===== src/rtl/seg_blink_scan.sv =====
// seg_blink_scan: resynchronises the slow blink square wave, scans four hex
// digits onto a common-anode seven-segment display, blanks selected digits in
// the blink off-phase and runs a counted whole-display flash with busy/done.
module seg_blink_scan #(
  parameter int unsigned SCAN_DIV  = 17, // refresh counter width; digit select = top 2 bits
  parameter int unsigned FLASH_CNT = 3   // blink periods per flash sequence, 1..15
) (
  input  logic        clk,
  input  logic        rst_n,
  input  logic        clk_blink,
  input  logic [15:0] digits,
  input  logic [3:0]  blink_mask,
  input  logic        flash_start,
  output logic        busy,
  output logic        flash_done,
  output logic [6:0]  seg,
  output logic [3:0]  an
);

  localparam logic [1:0] IDLE  = 2'd0;
  localparam logic [1:0] ALIGN = 2'd1;
  localparam logic [1:0] FLASH = 2'd2;

  localparam logic [3:0] FLASH_LAST = 4'(FLASH_CNT - 1);

  logic                s1, s2, s3;
  logic                rise, off;
  logic [SCAN_DIV-1:0] scan_cnt;
  logic [1:0]          sel;
  logic [3:0]          nibble;
  logic                blank;
  logic [6:0]          seg_next;
  logic [3:0]          an_next;
  logic [1:0]          state;
  logic [3:0]          fcnt;

  // Hex digit to active-low segment pattern, g..a.
  function automatic logic [6:0] hex7(input logic [3:0] h);
    case (h)
      4'h0: hex7 = 7'b1000000;
      4'h1: hex7 = 7'b1111001;
      4'h2: hex7 = 7'b0100100;
      4'h3: hex7 = 7'b0110000;
      4'h4: hex7 = 7'b0011001;
      4'h5: hex7 = 7'b0010010;
      4'h6: hex7 = 7'b0000010;
      4'h7: hex7 = 7'b1111000;
      4'h8: hex7 = 7'b0000000;
      4'h9: hex7 = 7'b0010000;
      4'hA: hex7 = 7'b0001000;
      4'hB: hex7 = 7'b0000011;
      4'hC: hex7 = 7'b1000110;
      4'hD: hex7 = 7'b0100001;
      4'hE: hex7 = 7'b0000110;
      default: hex7 = 7'b0001110;
    endcase
  endfunction

  // Two-flop synchroniser for the asynchronous blink wave plus a delayed copy for edge detect.
  always_ff @(posedge clk) begin
    if (!rst_n) begin
      s1 <= 1'b0;
      s2 <= 1'b0;
      s3 <= 1'b0;
    end else begin
      s1 <= clk_blink;
      s2 <= s1;
      s3 <= s2;
    end
  end

  assign rise = s2 & ~s3;
  assign off  = ~s2;

  // Free-running refresh counter; its top two bits select the digit.
  always_ff @(posedge clk) begin
    if (!rst_n) begin
      scan_cnt <= '0;
    end else begin
      scan_cnt <= scan_cnt + {{(SCAN_DIV-1){1'b0}}, 1'b1};
    end
  end

  assign sel = scan_cnt[SCAN_DIV-1 -: 2];

  // Next display value: live digit decode, blanked in the off-phase for masked digits or during a flash.
  always_comb begin
    nibble   = digits[{sel, 2'b00} +: 4];
    blank    = (blink_mask[sel] & off) | ((state == FLASH) & off);
    seg_next = '1;
    an_next  = '1;
    if (!blank) begin
      seg_next = hex7(nibble);
      an_next  = ~(4'b0001 << sel);
    end
  end

  // Registered display outputs so anode and segment change together on one edge.
  always_ff @(posedge clk) begin
    if (!rst_n) begin
      seg <= '1;
      an  <= '1;
    end else begin
      seg <= seg_next;
      an  <= an_next;
    end
  end

  // Flash sequencer: align to a blink rise, then count FLASH_CNT full periods rise to rise.
  always_ff @(posedge clk) begin
    if (!rst_n) begin
      state      <= IDLE;
      fcnt       <= '0;
      flash_done <= 1'b0;
    end else begin
      flash_done <= 1'b0;
      case (state)
        IDLE: begin
          // A rise coinciding with the request is not used for alignment.
          if (flash_start) begin
            state <= ALIGN;
          end
        end
        ALIGN: begin
          if (rise) begin
            state <= FLASH;
            fcnt  <= '0;
          end
        end
        FLASH: begin
          if (rise) begin
            if (fcnt == FLASH_LAST) begin
              state      <= IDLE;
              flash_done <= 1'b1;
            end else begin
              fcnt <= fcnt + 4'd1;
            end
          end
        end
        default: begin
          state <= IDLE;
        end
      endcase
    end
  end

  assign busy = (state != IDLE);

endmodule


===== config.mk =====
export PLATFORM = sky130hd
export DESIGN_NAME = seg_blink_scan
export DESIGN_NICKNAME = d
export VERILOG_FILES = /design/src/rtl/seg_blink_scan.sv
export SDC_FILE = /design/constraint.sdc
export NUM_CORES = 1
export LEC_CHECK = 0
export ABC_CLOCK_PERIOD_IN_PS = 2000
export CORE_AREA = 2 2 67 69
export DETAILED_ROUTE_END_ITERATION = 7
export DIE_AREA = 0 0 69 71
export HOLD_SLACK_MARGIN = 0.12
export PLACE_DENSITY = 0.8
export SETUP_SLACK_MARGIN = 0.02
export SYNTH_ARGS = -nofsm -noshare
export SYNTH_HDL_FRONTEND = slang
export SYNTH_SLANG_ARGS = --single-unit
export TNS_END_PERCENT = 100

===== constraint.sdc =====
create_clock -name clk -period 2 [get_ports clk]
set_input_delay 0.4 -clock clk [delete_from_list [all_inputs] [get_ports clk]]
set_output_delay 0.4 -clock clk [all_outputs]
set_load 0.03 [all_outputs]

==> results of run 1 <==
[report_power, final]
part	internal, W	switching [W]	leakage (nW)	total, W
clock network	0.000278	0.000250	0.0482	0.000528
registers	0.000778	0.0000108	0.310	0.000789
logic	0.000119	0.000103	0.570	0.000222
total	0.00117	0.000364	0.929	0.00154
[synthesized netlist by cell type, drive strengths merged]
| library cell | count | area (sq um) |
|---|---|---|
| nor2b | 3 | 18.8 |
| mux2i | 5 | 57.6 |
| nor3b | 1 | 7.51 |
| xnor2 | 4 | 35.0 |
| mux4 | 4 | 90.1 |
| or3 | 5 | 31.3 |
| nand4 | 4 | 25.0 |
| a21oi | 6 | 30.0 |
| o211ai | 1 | 7.51 |
| o221ai | 2 | 17.5 |
| a21boi | 1 | 7.51 |
| and4 | 1 | 10.0 |
| inv | 4 | 15.0 |
| or3b | 1 | 8.76 |
| ha | 9 | 113 |
| and3 | 5 | 31.3 |
| o22a | 1 | 8.76 |
| nand2 | 17 | 63.8 |
| a2111oi | 1 | 8.76 |
| nor3 | 1 | 5.00 |
| mux2 | 5 | 56.3 |
| nand3b | 2 | 15.0 |
| dfxtp | 38 | 761 |
| nand2b | 3 | 18.8 |
| nand3 | 8 | 40.0 |
| xor2 | 10 | 87.6 |
| a211oi | 2 | 15.0 |
| or2 | 1 | 6.26 |
| buf | 5 | 37.5 |
| clkbuf | 3 | 12.5 |
| o22ai | 1 | 6.26 |
| nor2 | 22 | 82.6 |
| o31ai | 1 | 7.51 |
| and2 | 6 | 37.5 |
| o311ai | 2 | 17.5 |
| o21ai | 8 | 40.0 |
[final cells by class]
type                    instances  area share (%)
clock inverters                 1           0.206
multi-input cells             143            42.5
clock buffers                   7            3.56
inverters                       4           0.619
repair buffers                 49            19.0
flip-flops and latches         38            31.4
well taps                      52            2.68
[kinds of logic (layout without fill, tap and decap cells)]
group | after synthesis | count (layout)
mux | 14 | 14
simple gates | 80 | 80
xor+xnor | 14 | 14
flops | 38 | 38
fa+ha+maj | 9 | 9
compound gates | 26 | 26
buf+inv | 12 | 61
[per-layer routing]
layer	GRT usage (%)	share of wire, %	vias up
li1	-	-	767
met1	17.2	44	674
met2	23.2	48	37
met3	4.56	5.7	9
met4	5.88	2.3	0
met5	0	0	-
[repair_timing]
action	4_1_cts	5_1_grt
hold endpoints to repair	0	0
buffers inserted	0	0
setup endpoints to repair	0	6
gates resized for setup	0	8
[metrics by stage]
step                      worst slack [ps]  hold slack (ps)  TNS [ps]
after floorplan                       35.7              412         0
after global placement                -189              420      -764
after detailed placement              -289              424     -1090
after CTS                             24.5              441         0
after global routing                 -13.1              447     -13.1
final                                 59.2              444         0
[sequential cells by signal, summed over array words and instances, names as in the netlist]
name	count
an	4
fcnt	4
flash_done	1
s1	1
s2	1
s3	1
scan_cnt	17
seg	7
state	2
[worst max-delay path by stage]
stage                 start     end  slack (ps)  cells after the start
6_report         digits[12]  seg[0]          60                      7
5_1_grt          digits[12]  seg[0]         -10                      7
4_1_cts          digits[13]  seg[0]          20                      8
3_5_place_dp     digits[13]  seg[0]        -290                      8
3_3_place_gp     digits[13]  seg[0]        -190                      8
2_1_floorplan  scan_cnt[15]  seg[0]          40                      9
==> results.toml, run 1 <==
[synthesis]
synthDistinctLibCells = 41
postSynthAreaPerCell_sq_um = 9.50
syn_area_sq_um = 1830
syn_nets = 226
synth_top_family_by_area = "simple AND/OR/NAND/NOR gates"
synth-xor-area-share_pct = 6.69
syn_inst = 193
ys_seq_area_share_pct = 41.5
yosys.area_share.adder_pct = 6.14
synthMuxAreaShare_pct = 11.1
yosys.area_share.simple_pct = 21.9
yosysWarnings = 0
synth_seq_cells = 38
synth_compound_area_share_pct = 9.08

[clocking]
holdBufCountCts = 0
htreeDepth = 2
clk_pin_slew_ps = 70
clkSinkCount = 38
numCtsBuffers = 5
clockBufferDepth = 2
clock_latency_ps = 290
root_buffer = "clkbuf_8"
cts_tree = "built"

[setup_path]
cp.required_ps = 2180
crit_type = "input pin to flop"
reg2reg_depth = 6
critPathTopFamily = "multiplexers"
crit_buf_inv = 1
cp_slowest_stage_delay_ps = 550
path_max_fanout = 6
r2r-end = "seg[0]"
start_kind = "input pin"
rrSetupSlack_ps = 170
path_cells = "clkdlybuf4s50_1 > mux4_2 > ha_4 > nor3_2 > a211oi_2 > o22ai_1 > nand2_1"
cp-end-kind = "flop"
reg2reg_from = "scan_cnt[15]"
worstPathArrival_ps = 2120
cpMaxStageDelayCell = "mux4_2"

[sta]
hold_viol_final = 0
drv_slew = 0
tightest_slew_ps = 374
slew_headroom_pct = 75.0
period_minus_slack_ps = 1940
min_period_over_period_pct = 97.0
rsz0062_at_grt = "true"
clock.fmax_mhz = 515
setup_viol = 0
skew_ps = 6.69

[floorplanning]
die_w_microns = 69
die_area_sq_um = 4900
die_h_microns = 71
start_util_pct = 43.6
ioPinCount = 37
num_rows = 24
core_region_area_sq_um = 4200

[power]
vdd_drop_max_v = 0.000474
power_density_nw_per_um2 = 634
total_power_w = 0.00154
p_leak_nw = 0.929

[global_routing]
grt_start_max_net_pins = 20
grt_pass1_vias = 1288
grt_antenna_before_repair = 0
grt_overflow_total = 0
grt_pass1_wl_microns = 5600
grt_usage_pct = 14.1

[worst_hold_path]
hp-start = "s1"
hp-class = "flop to flop"
hold_end = "s2"
holdPathStages = 1

[placed_design]
place_area_sq_um = 2310
gp_congestion = 0.865
portBuffers = 36
hpwl_microns = 2680
dp.cells = 286

[layout]
nFillCells = 362
final_common_cell = "dfxtp_1"
fin_cells = 294
diodes = 0
layout.nets = 274
drive_gt1_share_pct = 16.5
fin_util_pct = 57.7
area_growth_pct = 32.4
multiInputGateArea_sq_um = 1030
mostFrequentLayoutCells = "dfxtp_1, clkdlybuf4s50_1, nor2_1"
final_area_sq_um = 2430
seq_area_sq_um = 762

[detailed_routing]
drc = 0
viasPerCell = 5.06
drt-total-wl_microns = 3460
drt_iter0_markers = 87
via_count = 1487
dr.pass1.iters = 4
antenna_left = 0
wl_per_cell_microns = 11.8

[job]
cap_violations = 0

[status]
outcome = "finished, final reports clean"
Note: power is estimated with default switching activity, not from simulation.
==> inputs of run 2 (changes only) <==
- GPL_TIMING_DRIVEN: not set -> 0
==> run 2 against run 1 <==
Net effect: utilization rose by 1.4 points; sequential power barely moved; maximum frequency fell by 2.2%; largest cell class unchanged.
==> results.toml, run 2 (synthesis gave the netlist of run 1 again) <==
[global_routing]
grt_usage_pct = 15.6
grt_pass1_vias = 1462
grt_start_max_net_pins = 13
grt_antenna_before_repair = 0
grt_pass1_wl_microns = 6140
grt_overflow_total = 0

[worst_hold_path]
hp-class = "flop to flop"
hold_end = "s2"
hp-start = "s1"
holdPathStages = 1

[floorplanning]
die_w_microns = 69
start_util_pct = 43.6
die_h_microns = 71
core_region_area_sq_um = 4200
num_rows = 24
ioPinCount = 37
die_area_sq_um = 4900

[layout]
diodes = 0
top_regs = "scan_cnt (17), seg (7)"
largest_register = "scan_cnt"
fin_cells = 296
final_area_sq_um = 2480
area_growth_pct = 35.6
largest_reg_flops = 17
drive_gt1_share_pct = 19.7
layout.nets = 276
nFillCells = 370
mostFrequentLayoutCells = "dfxtp_1, clkdlybuf4s50_1, nor2_1"

[clocking]
clk_pin_slew_ps = 70
clockBufferDepth = 2
clkSinkCount = 38
clock_latency_ps = 290
numCtsBuffers = 5
htreeDepth = 2
cts_tree = "built"
root_buffer = "clkbuf_8"
holdBufCountCts = 0

[power]
clock_power_share_pct = 34.7
vdd_drop_max_v = 0.000448
total_power_w = 0.00155
pwr-share-comb_pct = 14.6
power_density_nw_per_um2 = 625
p_int_w = 0.00117
sw_frac_of_total_pct = 24.7
seqPwrFrac_pct = 50.7
p_leak_nw = 0.931
p_switching_w = 0.000383

[setup_path]
crit_type = "input pin to flop"
rrSetupSlack_ps = 50
path_max_fanout = 7
cp.required_ps = 2180
cp-end-kind = "flop"
start_kind = "input pin"
reg2reg_from = "scan_cnt[15]"
reg2reg_depth = 8
worstPathArrival_ps = 2160
r2r-end = "seg[3]"

[detailed_routing]
via_count = 1532
antenna_left = 0
viasPerCell = 5.18
drt_iter0_markers = 104
dr.pass1.iters = 4
drc = 0
wl_per_cell_microns = 12.9
drt-total-wl_microns = 3810

[placed_design]
hpwl_microns = 2620
place_area_sq_um = 2260
post-place-ws_ps = -319
gp_congestion = 0.819
portBuffers = 36
dp.cells = 281

[sta]
rsz0062_at_grt = "true"
final.setup.tns_ps = 0
drv_slew = 0
clock.fmax_mhz = 504
min_period_over_period_pct = 99.3
worst_slack_ps = 14.6
slew_headroom_pct = 69.5
tightest_slew_ps = 457
setup_viol = 0
period_minus_slack_ps = 1990
skew_ps = 5.40
hold_viol_final = 0

[status]
outcome = "finished, final reports clean"

[job]
cap_violations = 0
==> run 2: worst max path at each step <==
stage	endpoint	slack (ps)	depth (start not counted)	start
floorplan	seg[0]	40	9	scan_cnt[15]
detailed placement	seg[0]	-320	8	digits[13]
finish	seg[0]	10	7	digits[12]
global route	seg[0]	-40	7	digits[12]
CTS	seg[0]	30	8	digits[12]
global placement	seg[0]	-300	8	digits[13]
==> run 2: layer usage <==
layer / GRT usage (%) / vias up / share of wire (%)
li1: - / 776 / -
met4: 6.75 / 0 / 2.2
met2: 27.9 / 36 / 49
met5: 0 / - / 0
met3: 5.13 / 9 / 4.7
met1: 16.9 / 711 / 45
==> run 2: stage by stage <==
| step | util (%) | hold slack, ps |
|---|---|---|
| finish | 59.1 | 430 |
| global route | 59.1 | 447 |
| CTS | 57.3 | 434 |
| detailed placement | 53.8 | 418 |
| global placement | 53.8 | 416 |
| floorplan | - | 412 |
==> run 2: area by class of cell <==
cell class	instances	area [sq um]	area share [%]
multi-input combinational	143	1070	43.3
buffer	8	52.6	2.11
sequential	38	763	30.7
clock buffer	6	82.6	3.32
inverter	4	17.5	0.705
tap	52	65.1	2.62
clock inverter	2	12.5	0.504
timing repair buffer	43	417	16.8
==> run 2: worst max-delay path, cell delays in order <==
cell	delay (ps)
clkdlybuf4s50_1	400
mux4_2	560
ha_4	240
o31ai_4	270
a21oi_2	50
o22ai_1	180
nand2_1	70
==> run 2: repair_timing <==
item,CTS,global route
pin swaps,0,4
gates resized for setup,5,15
buffers inserted,5,2
setup endpoints to repair,4,3
==> run 2: power groups by stage <==
stage                     Sequential, W  Clock (W)  Combinational, W
final                          0.000789   0.000539          0.000226
after CTS                      0.000788   0.000560          0.000209
after detailed placement       0.000806          0          0.000202
after global routing           0.000791   0.000589          0.000242
after floorplan                0.000828          0         0.0000881
after global placement         0.000805          0          0.000200
